File: src/rtl/uart_pkg.sv
// ============================================================================
// Module   : uart_pkg
// Brief    : Shared types and constants for the buffered UART transmitter
//            and the upstream capture sequencer.
// Options  : UART_TX_PARITY_EN adds a PARITY state (even parity).
// Revision : 1.0 - initial release
// ============================================================================
`default_nettype none

package uart_pkg;

    localparam int UART_DATA_BITS = 8;

    // Frame sync bytes emitted by the sequencer ahead of each sample group
    localparam logic [7:0] UART_SYNC0 = 8'hAA;
    localparam logic [7:0] UART_SYNC1 = 8'hBB;
    localparam logic [7:0] UART_SYNC2 = 8'hCC;

`ifdef UART_TX_PARITY_EN
    typedef enum logic [2:0] {
        IDLE   = 3'd0,
        START  = 3'd1,
        DATA   = 3'd2,
        PARITY = 3'd3,
        STOP   = 3'd4
    } uart_tx_state_t;
`else
    typedef enum logic [1:0] {
        IDLE  = 2'd0,
        START = 2'd1,
        DATA  = 2'd2,
        STOP  = 2'd3
    } uart_tx_state_t;
`endif

endpackage

`default_nettype wire

File: src/rtl/uart_byte_fifo.sv
// ============================================================================
// Module   : uart_byte_fifo
// Brief    : Byte FIFO with show-ahead read data. Depth must be a power of
//            two so the pointers wrap naturally. The caller never writes
//            when full without a simultaneous read, nor reads when empty.
// Revision : 1.0 - initial release
// ============================================================================
`default_nettype none

module uart_byte_fifo #(
    parameter int DEPTH = 16
) (
    input  logic                     clk,
    input  logic                     reset_p,
    input  logic                     write_i,
    input  logic                     read_i,
    input  logic [7:0]               write_data_i,
    output logic [7:0]               read_data_o,
    output logic                     empty_o,
    output logic                     full_o,
    output logic [$clog2(DEPTH):0]   count_o
);

    localparam int AW = $clog2(DEPTH);

    logic [7:0]    mem_q [DEPTH];
    logic [AW-1:0] wr_ptr_q, wr_ptr_d;
    logic [AW-1:0] rd_ptr_q, rd_ptr_d;
    logic [AW:0]   count_q,  count_d;

    // Next pointer and occupancy values; a simultaneous write and read leaves the count unchanged
    always_comb begin
        wr_ptr_d = wr_ptr_q;
        rd_ptr_d = rd_ptr_q;
        count_d  = count_q;
        if (write_i) begin
            wr_ptr_d = wr_ptr_q + 1'b1;
        end
        if (read_i) begin
            rd_ptr_d = rd_ptr_q + 1'b1;
        end
        case ({write_i, read_i})
            2'b10:   count_d = count_q + 1'b1;
            2'b01:   count_d = count_q - 1'b1;
            default: count_d = count_q;
        endcase
    end

    // Storage array; contents need no reset since count gates every read
    always_ff @(posedge clk) begin
        if (write_i) begin
            mem_q[wr_ptr_q] <= write_data_i;
        end
    end

    // Pointer and count registers
    always_ff @(posedge clk or posedge reset_p) begin
        if (reset_p) begin
            wr_ptr_q <= '0;
            rd_ptr_q <= '0;
            count_q  <= '0;
        end else begin
            wr_ptr_q <= wr_ptr_d;
            rd_ptr_q <= rd_ptr_d;
            count_q  <= count_d;
        end
    end

    assign read_data_o = mem_q[rd_ptr_q];
    assign empty_o     = (count_q == '0);
    assign full_o      = (count_q == (AW+1)'(DEPTH));
    assign count_o     = count_q;

endmodule

`default_nettype wire

File: src/rtl/uart_tx_buf.sv
// ============================================================================
// Module   : uart_tx_buf
// Brief    : Buffered 8N1 UART transmitter. Bytes written into a small FIFO
//            are serialised LSB-first; empty/full/done/overflow are exported
//            for the upstream sequencer to poll.
// Options  : UART_TX_PARITY_EN inserts an even-parity bit before the stop bit.
// Revision : 1.0 - initial release
// ============================================================================
`default_nettype none

module uart_tx_buf
    import uart_pkg::*;
#(
    parameter int CLK_DIV    = 434,
    parameter int FIFO_DEPTH = 16
) (
    input  logic       clk,
    input  logic       reset_p,
    input  logic       uart_tx_data_we,
    input  logic [7:0] uart_tx_data,
    output logic       uart_empty,
    output logic       uart_full,
    output logic       uart_done,
    output logic       overflow,
    output logic       tx
);

    localparam int                TW       = $clog2(CLK_DIV);
    localparam int                CW       = $clog2(FIFO_DEPTH);
    localparam logic [TW-1:0]     TMR_LOAD = TW'(CLK_DIV - 1);
    localparam logic [2:0]        LAST_BIT = 3'(UART_DATA_BITS - 1);

    uart_tx_state_t state_q, state_d;
    logic [7:0]     shift_q, shift_d;
    logic [TW-1:0]  tmr_q,   tmr_d;
    logic [2:0]     bit_cnt_q, bit_cnt_d;
    logic           tx_q,    tx_d;
    logic           ovf_q,   ovf_d;
`ifdef UART_TX_PARITY_EN
    logic           par_q,   par_d;
`endif

    logic           w_pop;
    logic           w_accept;
    logic           w_tmr_done;
    logic [7:0]     w_head;
    logic           w_fifo_empty;
    logic           w_fifo_full;
    logic [CW:0]    w_count;

    // A full FIFO still takes a byte when the serialiser pops in the same cycle
    assign w_accept   = uart_tx_data_we & (~w_fifo_full | w_pop);
    assign ovf_d      = ovf_q | (uart_tx_data_we & ~w_accept);
    assign w_tmr_done = (tmr_q == '0);

    uart_byte_fifo #(
        .DEPTH (FIFO_DEPTH)
    ) u_fifo (
        .clk          (clk),
        .reset_p      (reset_p),
        .write_i      (w_accept),
        .read_i       (w_pop),
        .write_data_i (uart_tx_data),
        .read_data_o  (w_head),
        .empty_o      (w_fifo_empty),
        .full_o       (w_fifo_full),
        .count_o      (w_count)
    );

    // Serialiser next state: every bit period runs the timer from CLK_DIV-1 down to 0
    always_comb begin
        state_d   = state_q;
        shift_d   = shift_q;
        tmr_d     = tmr_q;
        bit_cnt_d = bit_cnt_q;
        tx_d      = tx_q;
        w_pop     = 1'b0;
`ifdef UART_TX_PARITY_EN
        par_d     = par_q;
`endif
        case (state_q)
            IDLE: begin
                tx_d = 1'b1;
                if (!w_fifo_empty) begin
                    w_pop   = 1'b1;
                    shift_d = w_head;
                    tmr_d   = TMR_LOAD;
                    tx_d    = 1'b0;
                    state_d = START;
`ifdef UART_TX_PARITY_EN
                    par_d   = ^w_head;
`endif
                end
            end
            START: begin
                if (w_tmr_done) begin
                    tx_d      = shift_q[0];
                    bit_cnt_d = '0;
                    tmr_d     = TMR_LOAD;
                    state_d   = DATA;
                end else begin
                    tmr_d = tmr_q - 1'b1;
                end
            end
            DATA: begin
                if (w_tmr_done) begin
                    tmr_d = TMR_LOAD;
                    if (bit_cnt_q == LAST_BIT) begin
`ifdef UART_TX_PARITY_EN
                        tx_d    = par_q;
                        state_d = PARITY;
`else
                        tx_d    = 1'b1;
                        state_d = STOP;
`endif
                    end else begin
                        shift_d   = shift_q >> 1;
                        tx_d      = shift_q[1];
                        bit_cnt_d = bit_cnt_q + 1'b1;
                    end
                end else begin
                    tmr_d = tmr_q - 1'b1;
                end
            end
`ifdef UART_TX_PARITY_EN
            PARITY: begin
                if (w_tmr_done) begin
                    tx_d    = 1'b1;
                    tmr_d   = TMR_LOAD;
                    state_d = STOP;
                end else begin
                    tmr_d = tmr_q - 1'b1;
                end
            end
`endif
            STOP: begin
                if (w_tmr_done) begin
                    state_d = IDLE;
                end else begin
                    tmr_d = tmr_q - 1'b1;
                end
            end
            default: begin
                tx_d    = 1'b1;
                state_d = IDLE;
            end
        endcase
    end

    // Serialiser registers; reset abandons any frame and forces the line high at once
    always_ff @(posedge clk or posedge reset_p) begin
        if (reset_p) begin
            state_q   <= IDLE;
            shift_q   <= '0;
            tmr_q     <= '0;
            bit_cnt_q <= '0;
            tx_q      <= 1'b1;
            ovf_q     <= 1'b0;
`ifdef UART_TX_PARITY_EN
            par_q     <= 1'b0;
`endif
        end else begin
            state_q   <= state_d;
            shift_q   <= shift_d;
            tmr_q     <= tmr_d;
            bit_cnt_q <= bit_cnt_d;
            tx_q      <= tx_d;
            ovf_q     <= ovf_d;
`ifdef UART_TX_PARITY_EN
            par_q     <= par_d;
`endif
        end
    end

    assign uart_empty = (w_count == '0);
    assign uart_full  = (w_count == (CW+1)'(FIFO_DEPTH));
    assign uart_done  = uart_empty & (state_q == IDLE);
    assign overflow   = ovf_q;
    assign tx         = tx_q;

endmodule

`default_nettype wire

File: config.mk
export PLATFORM = sky130hd
export DESIGN_NAME = uart_tx_buf
export DESIGN_NICKNAME = d
export VERILOG_FILES = /design/src/rtl/uart_pkg.sv /design/src/rtl/uart_byte_fifo.sv /design/src/rtl/uart_tx_buf.sv
export SDC_FILE = /design/constraint.sdc
export NUM_CORES = 1
export LEC_CHECK = 0
export CAP_MARGIN = 20
export CORE_ASPECT_RATIO = 0.6
export CORE_MARGIN = 8
export CORE_UTILIZATION = 66
export DETAILED_ROUTE_END_ITERATION = 8
export PLACE_DENSITY = 0.84
export SLEW_MARGIN = 20
export SYNTH_ARGS = -nofsm -noshare
export SYNTH_HDL_FRONTEND = slang
export SYNTH_SLANG_ARGS = --single-unit
File: constraint.sdc
create_clock -name clk -period 5.3 [get_ports clk]
set_clock_uncertainty 0.1 [all_clocks]
set_input_delay 1.06 -clock clk [delete_from_list [all_inputs] [get_ports clk]]
set_output_delay 1.06 -clock clk [all_outputs]
set_load 0.02 [all_outputs]
==> impl_results.html <==
<table>
<tr><th>Metric</th><th>Value</th></tr>
<tr><th colspan="2">Power and ir drop</th></tr>
<tr><td>Part of the total power dissipated in sequential elements</td><td>39.5%</td></tr>
<tr><td>Combinational group share of total power</td><td>35.2%</td></tr>
<tr><td>Internal</td><td>3.092 mW</td></tr>
<tr><td>Part of the total power dissipated in the clock network</td><td>25.3%</td></tr>
<tr><td>Leakage power</td><td>2.886 nW</td></tr>
<tr><td>Switching power</td><td>1.634 mW</td></tr>
<tr><td>Largest voltage drop on the vdd net</td><td>502.6 uV</td></tr>
<tr><td>Switch share</td><td>34.58%</td></tr>
<tr><td>Pwr Density</td><td>595.8 mW/mm^2</td></tr>
<tr><th colspan="2">STA</th></tr>
<tr><td>Period utilisation layout</td><td>74.23%</td></tr>
<tr><td>Relative slew margins</td><td>31.15%</td></tr>
<tr><td>Worst hold slack across all endpoints</td><td>0.4319 ns</td></tr>
<tr><td>Final number of setup-violating endpoints</td><td>0</td></tr>
<tr><td>Setup repair after global routing missed its margin</td><td>no</td></tr>
<tr><td>Sum of negative setup slack</td><td>0 ns</td></tr>
<tr><td>Max-slew violations</td><td>0</td></tr>
<tr><td>Final count of hold timing violations</td><td>0</td></tr>
<tr><td>Min Clock Period, post-route</td><td>3.934 ns</td></tr>
<tr><td>Setup slack of the critical path after layout</td><td>1.366 ns</td></tr>
<tr><td>Highest clock frequency the design can meet</td><td>0.2542 GHz</td></tr>
<tr><td>Actual slew at the worst max-slew pin</td><td>1.033 ns</td></tr>
<tr><th colspan="2">Global routing</th></tr>
<tr><td>Wire length of the first global-routing pass</td><td>23,210 um</td></tr>
<tr><td>Initial antenna violation count</td><td>0</td></tr>
<tr><td>Overflow left after global routing</td><td>0</td></tr>
<tr><td>Global router's overall resource usage</td><td>22.22%</td></tr>
<tr><td>Vias in the first global route</td><td>4,090</td></tr>
<tr><td>Maximum number of pins on one net before global-route repair</td><td>38</td></tr>
<tr><th colspan="2">Yosys</th></tr>
<tr><td>Combinational family with the most area after synthesis</td><td>multiplexers</td></tr>
<tr><td>Net count after synthesis</td><td>485</td></tr>
<tr><td>Share of synthesized area occupied by flip-flops and latches</td><td>67.25%</td></tr>
<tr><td>Multiplexer share of the synthesized area</td><td>11.43%</td></tr>
<tr><td>Proportion of register bits with asynchronous set or reset after synthesis</td><td>22.42%</td></tr>
<tr><td>Post-Synth Adder-Cell Area</td><td>3.104%</td></tr>
<tr><td>Distinct cell type count after synthesis</td><td>55</td></tr>
<tr><td>Synthesized instance count</td><td>457</td></tr>
<tr><td>Area of the mapped netlist</td><td>0.007094 sq mm</td></tr>
<tr><td>Post-synthesis compound-gate area fraction</td><td>7.460%</td></tr>
<tr><td>Post-Synthesis Mean Instance Area</td><td>15.52 sq um</td></tr>
<tr><td>Commonest register cell after synthesis</td><td>sky130_fd_sc_hd__edfxtp_1</td></tr>
<tr><td>Post-synthesis simple-gate area fraction</td><td>6.843%</td></tr>
<tr><td>Warning count from the yosys run</td><td>0</td></tr>
<tr><td>Flops &amp; latches, synth</td><td>165</td></tr>
<tr><td>Xor-xnor portion of the synthesized cell area</td><td>1.481%</td></tr>
<tr><td>EDFF count, synth</td><td>128</td></tr>
<tr><th colspan="2">Status</th></tr>
<tr><td>Result of the run</td><td>completed</td></tr>
<tr><th colspan="2">Run</th></tr>
<tr><td>Max-cap violations</td><td>0</td></tr>
<tr><th colspan="2">Floorplan</th></tr>
<tr><td>Area of the placeable core</td><td>0.01052 sq mm</td></tr>
<tr><td>Site row count</td><td>29</td></tr>
<tr><td>Die W</td><td>149.8 um</td></tr>
<tr><td>Die boundary height</td><td>96.31 um</td></tr>
<tr><td>Die Area</td><td>0.01443 sq mm</td></tr>
<tr><td>Boundary Pins</td><td>16</td></tr>
<tr><td>Initial Utilization</td><td>67.42%</td></tr>
<tr><th colspan="2">Hold path</th></tr>
<tr><td>Class of the tightest hold or removal check</td><td>reg -&gt; reg</td></tr>
<tr><td>Worst hold path depth</td><td>1</td></tr>
<tr><th colspan="2">Finish</th></tr>
<tr><td>P&amp;R area growth vs syn</td><td>11.82%</td></tr>
<tr><td>Layout cell share with drive strength beyond 1</td><td>14.99%</td></tr>
<tr><td>Diodes inserted</td><td>0</td></tr>
<tr><td>Utilization after layout</td><td>75.39%</td></tr>
<tr><td># nets final</td><td>502</td></tr>
<tr><th colspan="2">Clock network</th></tr>
<tr><td>Number of buffers created by CTS</td><td>17</td></tr>
<tr><td>Clock-pin slew on the worst setup and hold paths</td><td>0.06 ns</td></tr>
<tr><td>Max Root-Sink Buffers</td><td>2</td></tr>
<tr><td>Hold buffer count at cts</td><td>0</td></tr>
<tr><td>Post-CTS setup-driven buffer insertion count</td><td>0</td></tr>
<tr><td>Clk Latency, worst-skew pair</td><td>0.42 ns</td></tr>
<tr><td>Count of H-tree levels built during CTS</td><td>4</td></tr>
<tr><td>Total number of clock tree sinks</td><td>165</td></tr>
<tr><td># resized after CTS</td><td>0</td></tr>
<tr><td>Clock root buffer master</td><td>sky130_fd_sc_hd__clkbuf_16</td></tr>
<tr><td>TritonCTS clock tree</td><td>yes</td></tr>
<tr><th colspan="2">Placed design</th></tr>
<tr><td>Number of buffers inserted by port buffering</td><td>15</td></tr>
<tr><td>Placed wire-length estimate after detailed placement</td><td>9578 um</td></tr>
<tr><td>Worst slack at placement</td><td>1.685 ns</td></tr>
<tr><td>Final weighted congestion in routability-driven placement</td><td>0.9545</td></tr>
<tr><th colspan="2">Critical path</th></tr>
<tr><td>Type of the setup path with the least slack</td><td>reg -&gt; out</td></tr>
<tr><td>Critical path peak fanout</td><td>11</td></tr>
<tr><td>Critical path startpoint category</td><td>register</td></tr>
<tr><td>Endpoint class of the critical path</td><td>output port</td></tr>
<tr><td>Required time at the worst-slack endpoint</td><td>4.14 ns</td></tr>
<tr><td>Cell depth of the worst flop-to-flop path</td><td>9</td></tr>
<tr><td>Arrival time of the worst setup path</td><td>2.77 ns</td></tr>
<tr><th colspan="2">Routing</th></tr>
<tr><td>Routed wire length</td><td>14,820 um</td></tr>
<tr><td>Number of DRC markers after the initial detailed-route iteration</td><td>519</td></tr>
<tr><td>Via Count</td><td>4,092</td></tr>
<tr><td>Vias per cell</td><td>6.537</td></tr>
<tr><td>Detailed-routing iteration count for the pre-antenna-repair pass</td><td>5</td></tr>
<tr><td>Number of DRC violations after detailed routing</td><td>0</td></tr>
<tr><td>Final antenna-violating net count</td><td>0</td></tr>
<tr><td>Routed wirelength normalized by instance count</td><td>23.68 um</td></tr>
</table>
area by class of cell:
cell class / count / area (sq um)
clock buffers: 27 / 558.0
clock inverters: 5 / 30.03
fillers: 615 / 2590
inverters: 15 / 56.30
multi-input cells: 257 / 2171
flip-flops and latches: 165 / 4771
well taps: 139 / 173.9
repair buffers: 18 / 172.7
final timing paths:
kind | startpoint | end | slack [ns]
max in group asynchronous | reset_p | tx$_DFFE_PP1P_ | 3.79
max reg2reg | u_fifo.count_o[0]$_DFFE_PP0P_ | u_fifo.count_o[4]$_DFFE_PP0P_ | 2.18
min reg2reg | tmr_q[7]$_DFFE_PP0P_ | tmr_q[7]$_DFFE_PP0P_ | 0.43
min in group asynchronous | reset_p | u_fifo.count_o[3]$_DFFE_PP0P_ | 0.94
min | tmr_q[7]$_DFFE_PP0P_ | tmr_q[7]$_DFFE_PP0P_ | 0.43
max | state_q[0]$_DFFE_PP0P_ | uart_done | 1.37
cells by family after synthesis:
| kind of cell | Yosys count |
|---|---|
| DFF | 165 |
| muxes | 53 |
| and+or+nand+nor | 98 |
| AOI/OAI and AO/OA | 77 |
| adders and majority gates | 17 |
| xor gates and xnor gates | 12 |
| buffers and inverters | 35 |
synth_stat cells, types with 3 or more instances:
cell,n,area (sq um)
sky130_fd_sc_hd__xor2_1,5,43.79
sky130_fd_sc_hd__o21ai_0,7,35.03
sky130_fd_sc_hd__mux2i_1,27,270.3
sky130_fd_sc_hd__xnor2_1,7,61.31
sky130_fd_sc_hd__o22ai_1,8,50.05
sky130_fd_sc_hd__a31oi_1,8,50.05
sky130_fd_sc_hd__ha_1,16,200.2
sky130_fd_sc_hd__a21oi_1,18,90.09
sky130_fd_sc_hd__buf_6,3,33.78
sky130_fd_sc_hd__mux2_4,3,45.04
sky130_fd_sc_hd__nand2_1,24,90.09
sky130_fd_sc_hd__or3_1,9,56.30
sky130_fd_sc_hd__edfxtp_1,128,3844
sky130_fd_sc_hd__a21o_1,3,22.52
sky130_fd_sc_hd__nor3_1,7,35.03
sky130_fd_sc_hd__nor2_1,38,142.6
sky130_fd_sc_hd__buf_4,4,30.03
sky130_fd_sc_hd__clkbuf_1,8,30.03
sky130_fd_sc_hd__buf_2,3,15.01
sky130_fd_sc_hd__a22o_1,3,26.28
sky130_fd_sc_hd__dfrtp_1,36,900.9
sky130_fd_sc_hd__mux4_2,21,473.0
sky130_fd_sc_hd__inv_1,15,56.30
sky130_fd_sc_hd__a22oi_1,13,97.59
sky130_fd_sc_hd__o22a_1,4,35.03
cell usage in the layout (no fill, tap or decap), types with 2 or more instances in the layout:
| cell type | synthesis | layout |
|---|---|---|
| sky130_fd_sc_hd__a21o_1 | 3 | 3 |
| sky130_fd_sc_hd__a21oi_1 | 18 | 18 |
| sky130_fd_sc_hd__a22o_1 | 3 | 3 |
| sky130_fd_sc_hd__a22oi_1 | 13 | 13 |
| sky130_fd_sc_hd__a31oi_1 | 8 | 8 |
| sky130_fd_sc_hd__buf_4 | 4 | 3 |
| sky130_fd_sc_hd__clkbuf_1 | 8 | 5 |
| sky130_fd_sc_hd__clkbuf_16 | 0 | 21 |
| sky130_fd_sc_hd__clkdlybuf4s50_1 | 0 | 15 |
| sky130_fd_sc_hd__dfrtp_1 | 36 | 36 |
| sky130_fd_sc_hd__edfxtp_1 | 128 | 128 |
| sky130_fd_sc_hd__ha_1 | 16 | 16 |
| sky130_fd_sc_hd__inv_1 | 15 | 15 |
| sky130_fd_sc_hd__inv_4 | 0 | 4 |
| sky130_fd_sc_hd__mux2_2 | 2 | 2 |
| sky130_fd_sc_hd__mux2_4 | 3 | 3 |
| sky130_fd_sc_hd__mux2i_1 | 27 | 27 |
| sky130_fd_sc_hd__mux4_2 | 21 | 21 |
| sky130_fd_sc_hd__nand2_1 | 24 | 24 |
| sky130_fd_sc_hd__nand2_4 | 2 | 2 |
| sky130_fd_sc_hd__nand2b_1 | 2 | 2 |
| sky130_fd_sc_hd__nor2_1 | 38 | 38 |
| sky130_fd_sc_hd__nor2b_1 | 2 | 2 |
| sky130_fd_sc_hd__nor3_1 | 7 | 3 |
| sky130_fd_sc_hd__nor3_2 | 1 | 5 |
| sky130_fd_sc_hd__nor4_1 | 2 | 2 |
| sky130_fd_sc_hd__o21ai_0 | 7 | 7 |
| sky130_fd_sc_hd__o22a_1 | 4 | 4 |
| sky130_fd_sc_hd__o22ai_1 | 8 | 8 |
| sky130_fd_sc_hd__o31a_1 | 2 | 2 |
| sky130_fd_sc_hd__or2_2 | 2 | 2 |
| sky130_fd_sc_hd__or3_1 | 9 | 9 |
| sky130_fd_sc_hd__or4_4 | 2 | 2 |
| sky130_fd_sc_hd__xnor2_1 | 7 | 7 |
| sky130_fd_sc_hd__xor2_1 | 5 | 5 |
flip-flops by register name, indices dropped and copies added (netlist names):
name	cells
shift_q	8
tx	1
overflow	1
bit_cnt_q	3
u_fifo.count_o	5
state_q	2
u_fifo.mem_q	128
tmr_q	9
u_fifo.rd_ptr_q	4
u_fifo.wr_ptr_q	4
worst max-delay path, stage by stage (launching register included):
cell and delay [ns]:
sky130_fd_sc_hd__dfrtp_1 0.42, sky130_fd_sc_hd__inv_1 0.12, sky130_fd_sc_hd__ha_1 0.44, sky130_fd_sc_hd__inv_1 0.23, sky130_fd_sc_hd__nor3_2 0.46, sky130_fd_sc_hd__clkdlybuf4s50_1 0.69
stage by stage:
stage	area, sq um	power (mW)	instances
3_5_place_dp	7325	3.481	594
4_1_cts	7913	4.719	626
5_1_grt	7933	4.974	626
6_report	7933	4.726	626
3_3_place_gp	7325	3.398	594
2_1_floorplan	7094	3.093	457
power by group through the flow:
stage	clock (mW)	combinational (mW)	sequential (mW)
after global placement	0	1.55	1.85
after CTS	1.21	1.65	1.85
after detailed placement	0	1.61	1.87
after global routing	1.27	1.82	1.89
after floorplan	0	1.32	1.78
final	1.20	1.66	1.87
metal layers:
metal / GRT usage [%] / share of wire, %
met3: 5.211 / 7.8
met5: 0 / 0
met2: 34.03 / 46
met1: 30.79 / 44
met4: 8.850 / 1.9
Power figures use the tool's default switching activity.
